==> config.mk <==
export PLATFORM = sky130hd
export DESIGN_NAME = alu_pipe
export DESIGN_NICKNAME = d
export VERILOG_FILES = /design/src/rtl/alu_pkg.sv /design/src/rtl/alu_mul_iter.sv /design/src/rtl/alu_pipe.sv
export SDC_FILE = /design/constraint.sdc
export NUM_CORES = 1
export LEC_CHECK = 0
export BUFFER_PORTS_ARGS = -buffer_cell sky130_fd_sc_hd__buf_2
export CAP_MARGIN = 20
export CORE_MARGIN = 3
export CORE_UTILIZATION = 43
export CTS_CLUSTER_SIZE = 28
export DETAILED_ROUTE_END_ITERATION = 10
export PLACE_DENSITY = 0.7
export SLEW_MARGIN = 20
export SYNTH_ARGS = -nofsm -noshare
export SYNTH_HDL_FRONTEND = slang
export SYNTH_SLANG_ARGS = --single-unit
==> constraint.sdc <==
create_clock -name clk -period 7.05 [get_ports clk]
set_clock_uncertainty 0.05 [all_clocks]
set_input_delay 0.3525 -clock clk [delete_from_list [all_inputs] [get_ports clk]]
set_output_delay 0.3525 -clock clk [all_outputs]
set_load 0.05 [all_outputs]
==> src/rtl/alu_pkg.sv <==
// alu_pkg: shared definitions for the pipelined ALU (alu_pipe).
//   - 3-bit opcode constants OP_ADD..OP_MUL
//   - FSM state encoding for the multiply sequencer
package alu_pkg;

  localparam logic [2:0] OP_ADD  = 3'd0;
  localparam logic [2:0] OP_SUB  = 3'd1;
  localparam logic [2:0] OP_OR   = 3'd2;
  localparam logic [2:0] OP_XNOR = 3'd3;
  localparam logic [2:0] OP_AND  = 3'd4;
  localparam logic [2:0] OP_COMP = 3'd5;
  localparam logic [2:0] OP_SHL  = 3'd6;
  localparam logic [2:0] OP_MUL  = 3'd7;

  typedef enum logic [0:0] {
    S_IDLE = 1'b0,
    S_MUL  = 1'b1
  } alu_state_e;

endpackage

==> src/rtl/alu_mul_iter.sv <==
// alu_mul_iter: iterative shift-add multiplier, one multiplier bit per cycle,
// LSB first. Returns the low WIDTH bits of the unsigned product.
// Present only when ALU_MUL_EN is defined.
// Ports:
//   clk     clock
//   rst     synchronous active-high reset; aborts a multiply in progress
//   start   latch a/b, clear accumulator, begin WIDTH iterations
//   a, b    operands (sampled on start)
//   busy    iterations in progress
//   done    high during the last iteration cycle; product valid alongside
//   product low WIDTH bits of a*b (valid when done)
`ifdef ALU_MUL_EN
module alu_mul_iter #(
  parameter int unsigned WIDTH = 64
) (
  input  logic             clk,
  input  logic             rst,
  input  logic             start,
  input  logic [WIDTH-1:0] a,
  input  logic [WIDTH-1:0] b,
  output logic             busy,
  output logic             done,
  output logic [WIDTH-1:0] product
);

  localparam int unsigned CW = $clog2(WIDTH);

  logic [WIDTH-1:0] mcand_q;
  logic [WIDTH-1:0] mplier_q;
  logic [WIDTH-1:0] acc_q;
  logic [CW-1:0]    cnt_q;
  logic             busy_q;
  logic [WIDTH-1:0] acc_step;

  assign acc_step = mplier_q[0] ? (acc_q + mcand_q) : acc_q;

  // The product is taken from the accumulator's next value so the caller can
  // register it on the same edge as the final iteration.
  assign busy    = busy_q;
  assign done    = busy_q && (cnt_q == CW'(WIDTH - 1));
  assign product = acc_step;

  always_ff @(posedge clk) begin
    if (rst) begin
      mcand_q  <= '0;
      mplier_q <= '0;
      acc_q    <= '0;
      cnt_q    <= '0;
      busy_q   <= 1'b0;
    end else if (start) begin
      mcand_q  <= a;
      mplier_q <= b;
      acc_q    <= '0;
      cnt_q    <= '0;
      busy_q   <= 1'b1;
    end else if (busy_q) begin
      acc_q    <= acc_step;
      mcand_q  <= mcand_q << 1;
      mplier_q <= mplier_q >> 1;
      cnt_q    <= cnt_q + CW'(1);
      if (done) busy_q <= 1'b0;
    end
  end

endmodule
`endif

==> src/rtl/alu_pipe.sv <==
// alu_pipe: EX-stage ALU with valid/ready handshake on both sides.
// Single-cycle ops: ADD, SUB, OR, XNOR, AND, COMP, SHL (latency 1).
// Opcode 7: iterative multiply (latency WIDTH+1) when ALU_MUL_EN is defined;
// otherwise a single-cycle op returning 0 with zero=1.
// Ports:
//   clk, rst              clock, synchronous active-high reset
//   in_valid / in_ready   input beat handshake
//   a, b, shamt, sel      operands, shift amount, opcode
//   out_valid / out_ready output handshake
//   result                registered result
//   carry, borrow, zero   ADD carry-out, SUB borrow, result==0
module alu_pipe
  import alu_pkg::*;
#(
  parameter int unsigned WIDTH = 64,
  parameter int unsigned SHW   = $clog2(WIDTH)
) (
  input  logic             clk,
  input  logic             rst,
  input  logic             in_valid,
  output logic             in_ready,
  input  logic [WIDTH-1:0] a,
  input  logic [WIDTH-1:0] b,
  input  logic [SHW-1:0]   shamt,
  input  logic [2:0]       sel,
  output logic             out_valid,
  input  logic             out_ready,
  output logic [WIDTH-1:0] result,
  output logic             carry,
  output logic             borrow,
  output logic             zero
);

  logic [WIDTH-1:0] result_q, result_d;
  logic             carry_q, carry_d;
  logic             borrow_q, borrow_d;
  logic             zero_q, zero_d;
  logic             out_valid_q, out_valid_d;

  logic             accept;
  logic             alu_accept;
  logic [WIDTH:0]   add_full;
  logic             a_lt_b;
  logic [WIDTH-1:0] shl_res;
  logic [WIDTH-1:0] alu_res;
  logic             alu_carry;
  logic             alu_borrow;

  // ---------------- single-cycle datapath ----------------
  assign add_full = {1'b0, a} + {1'b0, b};
  assign a_lt_b   = (a < b);

  // Only non-power-of-2 widths can present shamt >= WIDTH.
  generate
    if ((2 ** SHW) != WIDTH) begin : g_shl_clip
      assign shl_res = (shamt >= SHW'(WIDTH)) ? '0 : (a << shamt);
    end else begin : g_shl_plain
      assign shl_res = a << shamt;
    end
  endgenerate

  always_comb begin
    alu_res    = '0;
    alu_carry  = 1'b0;
    alu_borrow = 1'b0;
    case (sel)
      OP_ADD: begin
        alu_res   = add_full[WIDTH-1:0];
        alu_carry = add_full[WIDTH];
      end
      OP_SUB: begin
        alu_res    = a - b;
        alu_borrow = a_lt_b;
      end
      OP_OR:   alu_res = a | b;
      OP_XNOR: alu_res = ~(a ^ b);
      OP_AND:  alu_res = a & b;
      OP_COMP: alu_res = WIDTH'(a_lt_b);
      OP_SHL:  alu_res = shl_res;
      default: alu_res = '0;
    endcase
  end

`ifdef ALU_MUL_EN
  // ---------------- multiply sequencer ----------------
  alu_state_e       state_q, state_d;
  logic             start_mul;
  logic             mul_busy;
  logic             mul_done;
  logic [WIDTH-1:0] mul_product;

  // busy mirrors the MUL state; both are required clear to take a beat.
  assign in_ready   = (state_q == S_IDLE) && !mul_busy && (!out_valid_q || out_ready);
  assign accept     = in_valid && in_ready;
  assign start_mul  = accept && (sel == OP_MUL);
  assign alu_accept = accept && !start_mul;

  alu_mul_iter #(
    .WIDTH(WIDTH)
  ) u_mul (
    .clk    (clk),
    .rst    (rst),
    .start  (start_mul),
    .a      (a),
    .b      (b),
    .busy   (mul_busy),
    .done   (mul_done),
    .product(mul_product)
  );
`else
  assign in_ready   = !out_valid_q || out_ready;
  assign accept     = in_valid && in_ready;
  assign alu_accept = accept;
`endif

  // ---------------- output register next-state ----------------
  always_comb begin
    result_d    = result_q;
    carry_d     = carry_q;
    borrow_d    = borrow_q;
    zero_d      = zero_q;
    out_valid_d = out_valid_q;
`ifdef ALU_MUL_EN
    state_d     = state_q;
`endif

    // Consume first; a same-cycle accept below re-asserts valid.
    if (out_valid_q && out_ready) out_valid_d = 1'b0;

    if (alu_accept) begin
      result_d    = alu_res;
      carry_d     = alu_carry;
      borrow_d    = alu_borrow;
      zero_d      = (alu_res == '0);
      out_valid_d = 1'b1;
    end

`ifdef ALU_MUL_EN
    if (start_mul) state_d = S_MUL;

    if (mul_done) begin
      result_d    = mul_product;
      carry_d     = 1'b0;
      borrow_d    = 1'b0;
      zero_d      = (mul_product == '0);
      out_valid_d = 1'b1;
      state_d     = S_IDLE;
    end
`endif
  end

  always_ff @(posedge clk) begin
    if (rst) begin
      result_q    <= '0;
      carry_q     <= 1'b0;
      borrow_q    <= 1'b0;
      zero_q      <= 1'b0;
      out_valid_q <= 1'b0;
`ifdef ALU_MUL_EN
      state_q     <= S_IDLE;
`endif
    end else begin
      result_q    <= result_d;
      carry_q     <= carry_d;
      borrow_q    <= borrow_d;
      zero_q      <= zero_d;
      out_valid_q <= out_valid_d;
`ifdef ALU_MUL_EN
      state_q     <= state_d;
`endif
    end
  end

  assign result    = result_q;
  assign carry     = carry_q;
  assign borrow    = borrow_q;
  assign zero      = zero_q;
  assign out_valid = out_valid_q;

endmodule

# ---- Word level (Yosys, flattened, before mapping)
# Cells that the tools add are included.
# W data, S select, Z words.
dict set report word_totals {
  reg_bits 68
  in_bits 141
  out_inout_bits 69
  wordCells 31
}
dict set report classes {
  addsub 2
  n_lt_le_gt_ge 1
  eq_ne 6
  n_shift 1
  n_mux 5
  n_bitwise 4
  n_reduce_logical 7
}
# cell count
set op_table {}
lappend op_table {{$pmux W64 S7} 1}
lappend op_table {{$add A64 B64 Y65} 1}
lappend op_table {{$and A64 B64 Y64} 1}
lappend op_table {{$logic_not A64 Y1} 1}
lappend op_table {{$lt A64 B64 Y1} 1}
lappend op_table {{$not A64 Y64} 1}
lappend op_table {{$or A64 B64 Y64} 1}
lappend op_table {{$shl A64 B6 Y64} 1}
lappend op_table {{$sub A64 B64 Y64} 1}
lappend op_table {{$xor A64 B64 Y64} 1}
lappend op_table {{$eq A3 B3 Y1 const B} 3}
lappend op_table {{$eq A3 B2 Y1 const B} 2}
lappend op_table {{$mux W1} 4}
lappend op_table {{$eq A3 B1 Y1 const B} 1}
lappend op_table {{$logic_not A3 Y1} 1}
lappend op_table {{$logic_and A1 B1 Y1} 2}
lappend op_table {{$reduce_bool A2 Y1} 1}
lappend op_table {{$logic_not A1 Y1} 1}
lappend op_table {{$logic_or A1 B1 Y1} 1}

# ---- Logic depth before layout (Yosys ltp)
dict set report logic_depth {
  ltp_word 4
  depth_mapped 20
  ltp_nobuf 17
}

# ---- Worst setup path after synthesis
# Ideal clock, no wire load.
dict set report synth_timing {
  path_kind {input-to-reg}
  from {input a[1]}
  to {register zero_q, in the netlist zero}
  setup_time_ps 87
  arrival_time_ps 3724
  required_time_ps 6913
  slack_ps 3189
  cell_stages 16
  path_buffers 1
  cell_sequence {clkbuf_1 inv_1 ha_1 nand3_1 and2_1 or4_1 a2111oi_2 o21ai_0 a31o_2 a211oi_1 nand2_1 nor4b_1 and3_1 and4_1 nand4_1 o31ai_1}
}
dict set report synth_via {
  elab_chain_cells 4
  word_cells_on_any_way 10
  cone_classes {add/sub (2); order compare (1); shift (1); mux (1); bitwise (4); reduce/logical (1)}
}
# element line
set synth_rtl {}
lappend synth_rtl {{from (decl)} alu_pipe.sv:22} ;# input logic [WIDTH-1:0] a,
lappend synth_rtl {{parallel branches: the longest is 2 deep, another holds $sub A64 B64 Y64} --}
lappend synth_rtl {{$pmux W64 S7 *} alu_pipe.sv:66} ;# case (sel)
lappend synth_rtl {{$logic_not A64 Y1 *} alu_pipe.sv:134} ;# zero_d = (alu_res == '0);
lappend synth_rtl {{to (signal assigned)} alu_pipe.sv:166} ;# zero_q <= zero_d;
lappend synth_rtl {{to (decl)} alu_pipe.sv:37} ;# logic zero_q, zero_d;
# Every way passes the cells marked *.
# A chain may end at the register's enable or synchronous reset.

# ---- Final worst setup path
dict set report layout_timing {
  from {input a[6]}
  to {register zero_q, in the netlist zero}
}
# Same word-level chain as after synthesis.

==> impl_metrics.csv <==
group,metric,value,unit
status,status,"finished clean",
timing,tightestPinTransition,1280,ps
detailed_routing,route.detailed.drc,0,
cells_and_area,fillers,4671,
worst_setup_path,critPathCaptureType,"flop",
clocking,clkSlewWorstSetupHoldPaths,60,ps
power_and_ir_drop,ir_drop,114,µV
global_routing,grt_pass1_wl,158000,µm
timing,maxSlewViolCount,0,
power_and_ir_drop,intPower,1260,µW
logic_synthesis,ys_types,100,
clocking,insertion_delay,340,ps
worst_setup_path,cp.arrival,5690,ps
timing,slew_headroom,0.142,
floorplan,row_count,77,
logic_synthesis,synth_edf_count,0,
power_and_ir_drop,total_power,2850,µW
global_routing,grt_pass1_vias,23600,
global_routing,overflow,0,
timing,hold_violations,0,
worst_setup_path,start_kind,"input port",
worst_setup_path,regToRegStartpoint,"out_valid",
power_and_ir_drop,combPwrFrac,0.697,
detailed_routing,wire_per_inst,31.6,µm
global_routing,grt_max_degree,70,
placed_design,port_buffers,209,
power_and_ir_drop,clkPwrFrac,0.149,
logic_synthesis,synth_nets,3156,
global_routing,antenna_found_initial,1,
clocking,clkSinkCount,68,
detailed_routing,routed_wirelength,110000,µm
power_and_ir_drop,swShare,0.558,
logic_synthesis,syn_avg_cell_area,6.87,µm²
logic_synthesis,yosys_warnings,0,
logic_synthesis,syn_inst,2812,
clocking,postCtsHoldBufs,0,
cells_and_area,layout_commonest_cell,"nor2_1",
placed_design,gp_congestion,1.06,
detailed_routing,first_pass_iters,8,
timing,max_freq,182,MHz
floorplan,io_pins,210,
hold_path,min_path_type,"input port to flop",
timing,setup_viol,0,
logic_synthesis,synth-seq-area-share,0.0705,
floorplan,coreArea,0.0443,mm²
timing,finalCriticalPeriod,5490,ps
detailed_routing,drtAntennaViolNets,0,
hold_path,min_from,"in_valid",
detailed_routing,drtIter0Drc,3248,
worst_setup_path,worstPathMaxFanout,12,
cells_and_area,drive_gt1_frac,0.141,
clocking,cts_root_buf,"clkbuf_16",
worst_setup_path,cp-startpoint,"a[6]",
timing,rsz0062_at_grt,"false",
power_and_ir_drop,sequentialPowerShare,0.153,
power_and_ir_drop,power_density,136,mW/mm²
floorplan,die_w,218,µm
worst_setup_path,criticalPathCategory,"input port to flop",
logic_synthesis,synthFlopType,"dfxtp_1",
timing,fin_crit_sh,0.779,
clocking,cts_tree,"done",
floorplan,chipHeight,218,µm
cells_and_area,nNetsFinal,3227,
cells_and_area,area_growth_syn_to_layout,8.41,%
run,cap_violations,0,
clocking,cts.path.max_buffers,2,
logic_synthesis,async_flop_share,0,
worst_setup_path,worst_ep_required_time,7250,ps
logic_synthesis,synth_seq_cells,68,
placed_design,dp_hpwl,87300,µm
detailed_routing,vias,24600,
clocking,ctsResizeCount,0,
floorplan,start_util,0.436,
timing,tns,0,ps
logic_synthesis,syn_area,0.0193,mm²
global_routing,grt_use_total,0.444,
clocking,cts_setup_buffers,0,
power_and_ir_drop,p_leak,0.00897,µW
clocking,h-tree-depth,3,
cells_and_area,final_cell_mix,"nor2_1, a21oi_1, nand2_1, buf_2, ha_1",
power_and_ir_drop,power_switching,1590,µW
floorplan,die_area,0.0475,mm²
clocking,cts_buffers,9,
detailed_routing,via_per_inst,7.08,
stage by stage:
step	utilization	area, µm²	hold slack, ps	setup WS [ps]	cells
2_1_floorplan	-	19300	432	3190	2812
3_3_place_gp	0.466	20600	390	1530	3462
3_5_place_dp	0.466	20600	396	1530	3463
4_1_cts	0.472	20900	204	1840	3478
5_1_grt	0.472	20900	211	1510	3479
6_report	0.472	20900	210	1560	3480
final timing paths:
path | slack, ps | to | cells past startpoint
worst max-delay path | 1560 | zero | 17
worst min-delay path | 210 | out_valid | 3
worst max register to register | 2640 | zero | 12
worst min register to register | 400 | borrow | 2
registers in the layout (all words and copies together), names as in the netlist:
register   count
carry          1
result        64
borrow         1
zero           1
out_valid      1
power groups by stage:
stage	logic (µW)	clock network [µW]	registers, µW
final	1990	426	437
after global routing	2070	447	440
after CTS	1900	431	437
after detailed placement	1890	0	445
after global placement	1890	0	443
after floorplan	1100	0	562
worst max-delay path: stages:
cell and delay [ps]:
buf_2 190, inv_1 70, ha_1 500, nor2b_1 450, o211ai_1 180, a2111oi_0 560
buf_4 230, nor3_1 90, nor4b_1 200, nor4_1 770, and4_1 300, nand4_1 90
nor4_1 590, nand4_1 380, nor4_2 290, nand4_1 180, o31ai_1 270
cell usage after synthesis, drive strengths merged (21+ instances only):
library cell | number | area [µm²]
dfxtp | 68 | 1360
nand4 | 48 | 300
a211oi | 91 | 688
o22ai | 61 | 382
a21o | 31 | 233
nor2b | 29 | 181
o211ai | 42 | 315
nand2b | 23 | 144
inv | 200 | 751
o21ai | 148 | 744
a21oi | 288 | 1450
o21bai | 27 | 203
ha | 201 | 2510
nor3 | 79 | 395
a31oi | 28 | 181
nand2 | 231 | 867
clkbuf | 144 | 541
mux2 | 36 | 409
nand3 | 47 | 235
o31ai | 49 | 368
xnor2 | 21 | 184
mux2i | 91 | 911
buf | 56 | 325
a221oi | 21 | 184
mux4 | 51 | 1170
nor4 | 40 | 272
nor2 | 342 | 1280
cell families after synthesis:
group,share of synthesized area
muxes,0.129
AOI/OAI and AO/OA,0.348
buffers and inverters,0.0845
DFF,0.0705
xor gates and xnor gates,0.0104
and+or+nand+nor,0.226
adders and majority gates,0.132
per-layer routing:
metal	vias to the layer above	global-route usage	wire length, µm
li1	10700	-	-
met1	11600	0.486	37700
met2	1795	0.726	49100
met3	580	0.0882	10200
met4	0	0.403	13100
met5	-	0	0
cell type report:
type	instances	area [µm²]	area share
clock buffer	11	253	0.0121
timing repair buffer	260	1430	0.0683
clock inverter	4	25.0	0.00120
multi-input combinational	2340	16400	0.781
tap	592	741	0.0354
sequential	68	1360	0.0650
antenna	1	2.50	0.000120
inverter	204	766	0.0366
(Power assumes the default switching activity.)
